`src/rtl/mdu_seq.sv`:
```
// Sequential 32-bit multiply/divide unit with HI/LO result registers.
// Define MDU_DIV_EN to build the divider; otherwise DIV/DIVU complete at once without touching HI/LO.
module mdu_seq (
    input  logic        clk,
    input  logic        rst_n,
    input  logic        start,
    input  logic [1:0]  op,
    input  logic [31:0] DATA_IN1,
    input  logic [31:0] DATA_IN2,
    input  logic        hi_we,
    input  logic        lo_we,
    output logic        busy,
    output logic        done,
    output logic        div0,
    output logic [31:0] HI,
    output logic [31:0] LO
);

    localparam logic [1:0] S_IDLE = 2'd0;
    localparam logic [1:0] S_CALC = 2'd1;
    localparam logic [1:0] S_FIX  = 2'd2;
    localparam logic [1:0] S_DONE = 2'd3;

    logic [1:0]  state_q, state_d;
    logic [4:0]  cnt_q, cnt_d;
    logic [31:0] b_q, b_d;
    logic [63:0] p_q, p_d;
    logic        neg_lo_q, neg_lo_d;
    logic        busy_q, busy_d;
    logic        done_q, done_d;
    logic        div0_q, div0_d;
    logic [31:0] hi_q, hi_d;
    logic [31:0] lo_q, lo_d;

    logic        accept_s, a_neg_s, b_neg_s;
    logic [31:0] a_mag_s, b_mag_s;
    logic [32:0] mul_sum_s;
    logic [63:0] mul_next_s, step_next_s, prod_fix_s;
    logic [31:0] fix_hi_s, fix_lo_s;

    assign accept_s   = (state_q == S_IDLE) || (state_q == S_DONE);
    assign a_neg_s    = ~op[0] & DATA_IN1[31];
    assign b_neg_s    = ~op[0] & DATA_IN2[31];
    assign a_mag_s    = a_neg_s ? (32'd0 - DATA_IN1) : DATA_IN1;
    assign b_mag_s    = b_neg_s ? (32'd0 - DATA_IN2) : DATA_IN2;
    // Shift-add: multiplier sits in the low half and shifts out as product bits shift in.
    assign mul_sum_s  = {1'b0, p_q[63:32]} + {1'b0, (p_q[0] ? b_q : 32'd0)};
    assign mul_next_s = {mul_sum_s, p_q[31:1]};
    assign prod_fix_s = neg_lo_q ? (64'd0 - p_q) : p_q;

`ifdef MDU_DIV_EN
    logic        is_div_q, is_div_d;
    logic        neg_hi_q, neg_hi_d;
    logic [32:0] div_rsh_s;
    logic [33:0] div_diff_s;
    logic [63:0] div_next_s;

    // Restoring step: {remainder, dividend/quotient} shifts left, subtract is kept when non-negative.
    assign div_rsh_s   = {p_q[63:32], p_q[31]};
    assign div_diff_s  = {1'b0, div_rsh_s} - {2'b00, b_q};
    assign div_next_s  = div_diff_s[33] ? {div_rsh_s[31:0], p_q[30:0], 1'b0}
                                        : {div_diff_s[31:0], p_q[30:0], 1'b1};
    assign step_next_s = is_div_q ? div_next_s : mul_next_s;

    // Divide-only flags captured at accept.
    always_comb begin
        is_div_d = is_div_q;
        neg_hi_d = neg_hi_q;
        if (accept_s && start) begin
            is_div_d = op[1];
            neg_hi_d = a_neg_s;
        end else begin
            is_div_d = is_div_q;
            neg_hi_d = neg_hi_q;
        end
    end

    // Sign correction: quotient and remainder are corrected independently.
    always_comb begin
        if (is_div_q) begin
            fix_lo_s = neg_lo_q ? (32'd0 - p_q[31:0])  : p_q[31:0];
            fix_hi_s = neg_hi_q ? (32'd0 - p_q[63:32]) : p_q[63:32];
        end else begin
            fix_lo_s = prod_fix_s[31:0];
            fix_hi_s = prod_fix_s[63:32];
        end
    end

    // Divide flag registers.
    always_ff @(posedge clk or negedge rst_n) begin
        if (!rst_n) begin
            is_div_q <= 1'b0;
            neg_hi_q <= 1'b0;
        end else begin
            is_div_q <= is_div_d;
            neg_hi_q <= neg_hi_d;
        end
    end
`else
    assign step_next_s = mul_next_s;
    assign fix_lo_s    = prod_fix_s[31:0];
    assign fix_hi_s    = prod_fix_s[63:32];
`endif

    // Next-state and datapath control.
    always_comb begin
        state_d  = state_q;
        cnt_d    = cnt_q;
        b_d      = b_q;
        p_d      = p_q;
        neg_lo_d = neg_lo_q;
        done_d   = 1'b0;
        div0_d   = 1'b0;
        hi_d     = hi_q;
        lo_d     = lo_q;
        case (state_q)
            S_IDLE, S_DONE: begin
                if (start) begin
                    if (op[1]) begin
`ifdef MDU_DIV_EN
                        if (DATA_IN2 == 32'd0) begin
                            state_d = S_DONE;
                            done_d  = 1'b1;
                            div0_d  = 1'b1;
                            hi_d    = DATA_IN1;
                            lo_d    = 32'hFFFF_FFFF;
                        end else begin
                            state_d  = S_CALC;
                            cnt_d    = 5'd0;
                            b_d      = b_mag_s;
                            p_d      = {32'd0, a_mag_s};
                            neg_lo_d = a_neg_s ^ b_neg_s;
                        end
`else
                        state_d = S_DONE;
                        done_d  = 1'b1;
`endif
                    end else begin
                        state_d  = S_CALC;
                        cnt_d    = 5'd0;
                        b_d      = a_mag_s;
                        p_d      = {32'd0, b_mag_s};
                        neg_lo_d = a_neg_s ^ b_neg_s;
                    end
                end else begin
                    state_d = S_IDLE;
                    hi_d    = hi_we ? DATA_IN1 : hi_q;
                    lo_d    = lo_we ? DATA_IN1 : lo_q;
                end
            end
            S_CALC: begin
                p_d   = step_next_s;
                cnt_d = cnt_q + 5'd1;
                if (cnt_q == 5'd31) begin
                    state_d = S_FIX;
                end else begin
                    state_d = S_CALC;
                end
            end
            S_FIX: begin
                state_d = S_DONE;
                done_d  = 1'b1;
                hi_d    = fix_hi_s;
                lo_d    = fix_lo_s;
            end
            default: begin
                state_d = S_IDLE;
            end
        endcase
        busy_d = (state_d == S_CALC) || (state_d == S_FIX);
    end

    // State and output registers.
    always_ff @(posedge clk or negedge rst_n) begin
        if (!rst_n) begin
            state_q  <= S_IDLE;
            cnt_q    <= 5'd0;
            b_q      <= 32'd0;
            p_q      <= 64'd0;
            neg_lo_q <= 1'b0;
            busy_q   <= 1'b0;
            done_q   <= 1'b0;
            div0_q   <= 1'b0;
            hi_q     <= 32'd0;
            lo_q     <= 32'd0;
        end else begin
            state_q  <= state_d;
            cnt_q    <= cnt_d;
            b_q      <= b_d;
            p_q      <= p_d;
            neg_lo_q <= neg_lo_d;
            busy_q   <= busy_d;
            done_q   <= done_d;
            div0_q   <= div0_d;
            hi_q     <= hi_d;
            lo_q     <= lo_d;
        end
    end

    assign busy = busy_q;
    assign done = done_q;
    assign div0 = div0_q;
    assign HI   = hi_q;
    assign LO   = lo_q;

endmodule

```
`config.mk`:
```
export PLATFORM = sky130hd
export DESIGN_NAME = mdu_seq
export DESIGN_NICKNAME = d
export VERILOG_FILES = /design/src/rtl/mdu_seq.sv
export SDC_FILE = /design/constraint.sdc
export NUM_CORES = 1
export LEC_CHECK = 0
export CAP_MARGIN = 20
export CORE_ASPECT_RATIO = 0.7
export CORE_UTILIZATION = 55
export DETAILED_ROUTE_END_ITERATION = 8
export PLACE_DENSITY = 0.87
export SYNTH_ARGS = -nofsm -noshare
export SYNTH_HDL_FRONTEND = slang
export SYNTH_SLANG_ARGS = --single-unit
export TNS_END_PERCENT = 5
```
`constraint.sdc`:
```
create_clock -name clk -period 6.84 [get_ports clk]
set_input_delay 1.026 -clock clk [delete_from_list [all_inputs] [get_ports clk]]
set_output_delay 1.026 -clock clk [all_outputs]
set_load 0.05 [all_outputs]
```
==> summary.md, run 1 <==
Synthesis produced 1,365 cells. The CTS clock-pin slew for the worst setup and hold paths works out to 0.07 ns. The setup skew after layout was 0.00956 ns. After synthesis, the most frequently instantiated cells are sky130_fd_sc_hd__dfrtp_1, sky130_fd_sc_hd__nor2_1, sky130_fd_sc_hd__nand2_1. Buffers plus inverters on the worst setup path: 1. IR analysis of the VDD net gives a maximum drop of 0.259 mV.

The first global-routing pass estimated 60,300 um of wire. Counting flops with an async set or reset pin after synthesis yields a share of 100%. Largest net degree at the start of global routing: 71. The final layout contains routed wiring with a total length of 39,400 um. The final route contains 11,600 vias.

Setup repair after global routing left no endpoint under its margin. The boundary pin count was 138; the ratio of cells with drive above 1 in the final layout was 4.99%. STA classifies the critical path endpoint as a flip-flop. The count of port buffers added during placement was 136; the overall power was 6.82 mW. Clock tree synthesis selected as its root buffer the cell sky130_fd_sc_hd__clkbuf_16. The number of global-route vias before repair was 10,700.

The family with the most delay on the worst path is compound AO/OA/AOI/OAI gates. Summing the areas of all xor and xnor instances in the mapped netlist gives 10.8% of the synthesized area. The worst path needs 3.98 ns of the cycle, external delays included. The mapped netlist covers 11,600 sq um. Sorting the synthesized cells by area gives the leading types as sky130_fd_sc_hd__dfrtp_1, sky130_fd_sc_hd__xor2_1, sky130_fd_sc_hd__o21ai_0. The areal power density over the cells is 497 nW/um^2. The number of maximum-capacitance violations came out at 0. The tools report the worst-skew pair later-pin latency as 0.44 ns. For this run, design rule violations remaining after detail routing come to 0. The largest individual stage delay along the critical path comes from the cell sky130_fd_sc_hd__dfrtp_1.

Largest family of logic cells by synthesized area: compound AO/OA/AOI/OAI gates. The pre-antenna-repair detailed-routing pass consisted of 6 iterations. Minimum setup slack in the final design: 2.86 ns.

After Yosys synthesis, full adders, half adders and majority gates account for 4.37% of the synthesized area. Data required time at the worst endpoint: 7.16 ns. The per-instance average area after synthesis works out to 8.51 sq um. The worst path uses 58.2% of the clock period. In the global route stage, overall resource usage came out at 36.8%. Of all cell types, the one taking the most synthesized area is sky130_fd_sc_hd__dfrtp_1. The run gives 0 as the hold violation count in the final report. The cell count of the worst hold path was 1; the utilization of the core after routing was 66.3%. Portion of the post-synthesis area used by sequential elements: 36.6%. The number of different library cells used by synthesis comes to 71.

Post-CTS repair changed the size of 0 cells. The global route total overflow is 0. The level count of the clock H-tree is 4. The number of storage elements in the synthesis netlist was 170. In the post-synthesis netlist, the cell with the most instances is sky130_fd_sc_hd__dfrtp_1. The worst hold path begins at LO[13]. Number of cells on the worst reg-to-reg path: 11.

0 antenna diodes ended up in the layout. TritonCTS built the clock tree. For the clock buffer count from CTS, the log shows 17. The worst register-to-register path ends at p_q[61]. The critical path's largest stage delay came out at 1.10 ns. The die covers 21,700 sq um.

Using the TritonRoute via totals, the vias-per-cell ratio works out to 6.65. The initial utilization of the core area, before any placement, comes to 56.1%. The number of max-slew violations in the final report is 0, and the net count of the finished layout is 1,562. OpenSTA, run right after detailed placement, puts the worst setup slack at 3.02 ns. The sink count of the clock tree came out at 170. Dividing the detail-routed wire length by the instance count gives 22.7 um.

Number of buffers added to fix hold violations after cts: 0. The min-delay analysis places its worst path in the category reg2reg. In this run the worst setup path begins at p_q[0]. In this run the post-CTS setup repair buffer count came out at 0.

For this design the static power due to leakage is 5.73 nW. The die is 124 um tall. Multiplexer cells account for 0.517% of the synthesized area. The Yosys step of the flow raised 0 warnings.

The synthesized netlist net count was 1,476. The number of enable-type register cells in the synthesized netlist was 0. Relative to the synthesized area, the layout overhead comes to 18.1%. The fmax was 251 MHz; the weighted congestion at the end of routability-driven global placement was 1.02. Walking the worst path, the cells encountered are and2_1 -> ha_1 -> inv_1 -> fa_1 -> nor2b_1 -> o31ai_1 -> a2111o_1 -> a211o_1 -> a211oi_1 -> nor2_1 -> o41ai_1.

The die boundary width was 176 um; the highest net fanout along the worst path was 38. The number of antenna violations at the first check in global routing was 1. The core region is 20,700 sq um. In this run the deepest clock path goes through 2 buffers. Measured against its own limit, the worst slew margin works out to 24.1%. Among all flip-flop cells after synthesis, the most frequent one is sky130_fd_sc_hd__dfrtp_1. The measured slew at the worst slew-check pin is 1.14 ns. Setup violations remaining at the end of the flow were counted as 0. After the first detailed-routing iteration, the DRC count stood at 1,836.

The launch instance of the worst register-to-register path is p_q[0]. The compound-cell area share of the yosys netlist came out at 25.5%. STA puts the critical path data arrival time at 4.30 ns.

The flow ran to the end, and the final reports show no timing, DRC or antenna violations. The critical path launch point type is a flip-flop. The path with the worst hold slack has its endpoint at LO[13]. In this run the remaining antenna-violating nets after routing total 0. The critical path start-end classification is reg2reg.

The tools report the reg-to-reg setup timing slack as 2.86 ns. The simple-gate portion of the synthesized area is 18.5%, and the proportion of netlist area held by the largest area contributor is 36.6%. Adding up every negative setup slack in the final design gives 0 ns.

In this run the core area contains 44 standard-cell rows. Detailed placement finished with a half-perimeter wire length of 29,200 um.
==> per-layer routing <==
| layer | GRT usage (%) | wire (um) | part of all wire [%] | vias to the layer above |
|---|---|---|---|---|
| met5 | 0 | 0 | 0 | - |
| met4 | 12.3 | 1290 | 3.3 | 0 |
| li1 | - | - | - | 5104 |
| met2 | 52.4 | 15900 | 40 | 870 |
| met3 | 15.9 | 6380 | 16 | 116 |
| met1 | 50.1 | 15800 | 40 | 5488 |
==> sequential cells by signal (all words and copies together) (netlist names) <==
register / cells
p_q: 64
HI: 32
LO: 32
b_q: 32
cnt_q: 5
state_q: 2
busy: 1
done: 1
neg_lo_q: 1
==> layout by cell type (no fill, tap or decap), types with 11 or more instances in the layout <==
| cell type | count |
|---|---|
| sky130_fd_sc_hd__a211oi_1 | 25 |
| sky130_fd_sc_hd__a21o_1 | 43 |
| sky130_fd_sc_hd__a21oi_1 | 100 |
| sky130_fd_sc_hd__a221oi_1 | 21 |
| sky130_fd_sc_hd__and2_1 | 36 |
| sky130_fd_sc_hd__buf_4 | 14 |
| sky130_fd_sc_hd__clkbuf_16 | 17 |
| sky130_fd_sc_hd__clkdlybuf4s50_1 | 135 |
| sky130_fd_sc_hd__dfrtp_1 | 169 |
| sky130_fd_sc_hd__ha_1 | 38 |
| sky130_fd_sc_hd__inv_1 | 23 |
| sky130_fd_sc_hd__nand2_1 | 134 |
| sky130_fd_sc_hd__nand3_1 | 20 |
| sky130_fd_sc_hd__nand4_1 | 11 |
| sky130_fd_sc_hd__nor2_1 | 134 |
| sky130_fd_sc_hd__nor3_1 | 25 |
| sky130_fd_sc_hd__o21ai_0 | 127 |
| sky130_fd_sc_hd__o22ai_1 | 17 |
| sky130_fd_sc_hd__o31ai_1 | 23 |
| sky130_fd_sc_hd__o41ai_1 | 15 |
| sky130_fd_sc_hd__or3_1 | 19 |
| sky130_fd_sc_hd__xnor2_1 | 56 |
| sky130_fd_sc_hd__xor2_1 | 87 |
==> kinds of logic after synthesis <==
| family | count (synthesis) |
|---|---|
| DFF | 170 |
| other | 1 |
| buffers and inverters | 108 |
| adders and majority gates | 40 |
| xor gates and xnor gates | 143 |
| muxes | 6 |
| and+or+nand+nor | 444 |
| AOI/OAI and AO/OA | 453 |
==> metrics by stage <==
stage | hold WS [ns] | instance area (sq um) | instances
2_1_floorplan | 0.442 | 11600 | 1365
3_3_place_gp | 0.455 | 13100 | 1706
3_5_place_dp | 0.466 | 13100 | 1707
4_1_cts | 0.482 | 13700 | 1739
5_1_grt | 0.496 | 13700 | 1740
6_report | 0.477 | 13700 | 1740
==> cell type report <==
type	count	area, sq um
Fill cell	1650	6980
Multi-Input combinational cell	1087	6960
Sequential cell	170	4260
Timing Repair Buffer	151	1470
Clock buffer	18	439
Tap cell	276	345
Clock inverter	14	160
Inverter	24	90.1
==> worst max path at each step <==
stage | to | depth (start not counted)
after global routing | p_q[61] | 11
final | p_q[61] | 11
after CTS | p_q[61] | 11
after floorplan | p_q[60] | 12
after detailed placement | p_q[61] | 11
after global placement | p_q[60] | 9
==> power breakdown <==
part	leakage [nW]	switching, mW	total (mW)	internal [mW]
registers	2.10	0.607	2.04	1.44
logic	3.34	2.44	3.77	1.33
clock network	0.297	0.450	1.01	0.559
total	5.73	3.50	6.82	3.33
(Power assumes the default switching activity.)
==> inputs of run 2 (changes only) <==
Settings changed: CORE_UTILIZATION 55 to 52, PLACE_DENSITY 0.87 to 0.86.
Clock period 6.84 ns to 3.2 ns, I/O delays scaled along.
==> run 2 against run 1 <==
  * Combinational power rose by 130%
  * Sequential power grew 110%
  * Largest power group unchanged
  * Total power increased by 120%
  * Count of clock-buffer cells in the layout grew 4
  * Register-to-register slack got worse by 2.7 ns
  * Critical path type unchanged
  * Critical endpoint is now p_q[58]
  * Global-route usage down 0.65 points
  * Routed wire length grew 3.3%
  * Largest cell class unchanged
==> summary.md, run 2 (same netlist as run 1, synthesis figures left out) <==
The die boundary width works out to 181 um (was 176 um). Number of buffers added to fix hold violations after cts: 0 (unchanged). The post-route DRC violation count is 0 (unchanged). The tools report the largest net degree at the start of global routing as 75 (was 71).

The peak-usage layer in the global routing report was met1 (was met2). The tools report the reported net switching power as 7.59 mW (was 3.50 mW). The logs give 0.974 (was 1.02) for the weighted congestion at the end of routability-driven global placement and 0 (unchanged) for the hold violation count in the final report. The run gives 52.7% (was 50.1%) as the met1 track utilization from global routing. Setup repair after global routing could not meet its margin everywhere. The area of the placeable core is 21,800 sq um (was 20,700 sq um), and the total iterations of the first detailed-routing run is 7 (was 6). The run gives 30,600 um (was 29,200 um) as the post-DP HPWL.

Number of max-slew violations in the final report: 0 (unchanged). Most frequent cells in the layout: sky130_fd_sc_hd__dfrtp_1, sky130_fd_sc_hd__clkdlybuf4s50_1, sky130_fd_sc_hd__nand2_1 (was sky130_fd_sc_hd__dfrtp_1, sky130_fd_sc_hd__clkdlybuf4s50_1, sky130_fd_sc_hd__nand2_1, sky130_fd_sc_hd__nor2_1, sky130_fd_sc_hd__o21ai_0). The tools report the DRC marker count from the first detailed-route iteration as 1,646 (was 1,836). The combinational share of power is 57.0% (was 55.3%), and the highest net fanout along the worst path is 16 (was 38). The tools report the critical path launch point type as a flip-flop (unchanged). The run gives 49.6% (was 52.4%) as the met2 usage in global routing. The setup skew after layout is 0.00945 ns (was 0.00956 ns), and the first-pass GRT wire length is 62,600 um (was 60,300 um). The run finished with clean final reports. The final critical delay including setup and external delays came out at 3.06 ns (was 3.98 ns). The area growth from synthesis to final layout is 21.8% (was 18.1%). For the total vias in the final route, the log shows 11,600 (about the same). The switching power as a share of total power came out at 50.6% (was 51.3%). The run gives 27.9% (was 30.0%) as the share of total power in sequential cells. The overall power is 15.0 mW (was 6.82 mW). Crit-path cells: buf_4 -> and2_1 -> ha_1 -> a21o_1 -> a211o_1 -> o211ai_1 -> a2111oi_2 -> buf_4 -> o31ai_1 -> nand3_1 -> a32o_1 (was and2_1 -> ha_1 -> inv_1 -> fa_1 -> nor2b_1 -> o31ai_1 -> a2111o_1 -> a211o_1 -> a211oi_1 -> nor2_1 -> o41ai_1). The count of port buffers added during placement is 136 (unchanged), and the number of flip-flops in the largest register is 64 (unchanged). The routed wire length per instance is 22.7 um (about the same).

Cell at the root of the clock tree: sky130_fd_sc_hd__clkbuf_16 (unchanged). The buffers plus inverters on the worst setup path works out to 2 (was 1). The run gives 7.42 mW (was 3.33 mW) as the cell internal power dissipation.

The number of global-route vias before repair is 10,700 (about the same), and the fmax is 327 MHz (was 251 MHz). The number of rows in the core area is 45 (was 44), and the routing usage on met3 is 13.0% (was 15.9%). The level count of the clock H-tree is 4 (unchanged), and the ratio of cells with drive above 1 in the final layout is 7.96% (was 4.99%). The worst hold-check path type was in2async (was reg2reg).

The leakage power summed over all cells is 5.98 nW (was 5.73 nW), and the number of antenna violations at the first check in global routing is 1 (unchanged). The most repeated library cell on the critical path is sky130_fd_sc_hd__buf_4. The critical path's largest stage delay works out to 0.41 ns (was 1.10 ns). The global route total overflow was 0 (unchanged).

Maximum clock insertion buffer count: 2 (unchanged). Floorplan die height: 127 um (was 124 um). For the number of maximum-capacitance violations, the log shows 0 (unchanged). The measured slew at the worst slew-check pin was 0.991 ns (was 1.14 ns); the clock buffer count from CTS was 17 (unchanged).

The kind of end point of the critical path is a flip-flop (unchanged). The tools report the clock network fraction of total power as 15.1% (was 14.8%). The largest voltage drop on the vdd net was 0.589 mV (was 0.259 mV). Data required time at the worst endpoint: 3.53 ns (was 7.16 ns). The number of vias per cell is 6.50 (was 6.65).

Register with the most flip-flops: p_q (unchanged). The worst hold margin came out at 0.0668 ns (was 0.477 ns). Critical path's slowest cell: sky130_fd_sc_hd__dfrtp_1 (unchanged).

The total track usage is 36.2% (was 36.8%). The family with the most delay on the worst path is compound AO/OA/AOI/OAI gates (unchanged). The tools report the sink count of the clock tree as 170 (unchanged). The CTS clock-pin slew for the worst setup and hold paths was 0.07 ns (about the same); the final clock period utilization by the worst path was 95.6% (was 58.2%). The boundary pin count is 138 (unchanged). Most frequent standard cell in the layout excluding fill and tap cells: sky130_fd_sc_hd__dfrtp_1 (unchanged).

The run gives 0 (unchanged) as the remaining antenna violation count. The logs give 22,900 sq um (was 21,700 sq um) for the floorplan die area and 3.39 ns (was 4.30 ns) for the worst endpoint data arrival time. The critical path start-end classification was reg2reg (unchanged). The total length of routed wires is 40,700 um (was 39,400 um). The net count of the finished layout is 1,605 (was 1,562), and the number of setup violations in the final report is 0 (unchanged). The worst-skew pair later-pin latency is 0.44 ns (about the same), and the starting utilization of the core area is 53.3% (was 56.1%).

TritonCTS built the clock tree. The areal power density over the cells is 1060 nW/um^2 (was 497 nW/um^2), and the utilization of the core after routing is 64.9% (was 66.3%). The normalized max-slew margin came out at 33.8% (was 24.1%).
[run 2: changes by cell type in the layout (fill, tap and decap cells not counted), moves of 2 or more]
cell                       previous run  this run
sky130_fd_sc_hd__clkinv_4             1         4
sky130_fd_sc_hd__buf_12               0         2
sky130_fd_sc_hd__clkinv_2             3         0
sky130_fd_sc_hd__diode_2              0         2
sky130_fd_sc_hd__clkbuf_8             1         4
sky130_fd_sc_hd__buf_4               14        56
sky130_fd_sc_hd__inv_6                4         1
[run 2: what timing repair did]
item / CTS / global route
setup buffers: 0 / 0
resized for setup: 0 / 5
endpoints found under the setup margin: 0 / 9
[run 2: power groups by stage]
stage	Sequential (mW)	Clock [mW]	Combinational, mW
after CTS	4.12	2.28	8.37
final	4.19	2.27	8.56
after global placement	4.10	0	8.13
after detailed placement	4.13	0	8.30
after global routing	4.26	2.35	9.15
after floorplan	5.07	0	4.37
[run 2: metal layers]
metal	vias to the layer above	wire length, um
li1	5195	-
met1	5573	17700
met2	798	16300
met3	72	5760
met4	0	946
met5	-	0
[run 2: cell type report]
type	instances	area, sq um
antenna	2	5.00
clock buffer	22	484
clock inverter	10	156
fill	1765	7640
inverter	24	90.1
multi-input combinational	1087	6980
sequential	170	4260
tap	282	353
timing repair buffer	194	1820
[run 2: per-stage QoR]
stage          setup slack [ns]  std cells  TNS [ns]  instance area, sq um
3_3_place_gp             0.0992       1757         0                 13500
6_report                  0.140       1791         0                 14100
4_1_cts                  0.0165       1789         0                 14100
5_1_grt                 -0.0153       1789   -0.0153                 14100
3_5_place_dp             0.0610       1757         0                 13500
2_1_floorplan            0.0397       1365         0                 11600
[run 2: final timing paths]
path | slack, ns | start | cells past startpoint | end
max reg2reg | 0.14 | p_q[0] | 11 | p_q[58]
min in group clk | 0.48 | b_q[20] | 2 | b_q[20]
max | 0.14 | p_q[0] | 11 | p_q[58]
max in group asynchronous | 2.30 | rst_n | 2 | LO[12]
min | 0.07 | rst_n | 1 | b_q[17]
min reg2reg | 0.48 | b_q[20] | 2 | b_q[20]
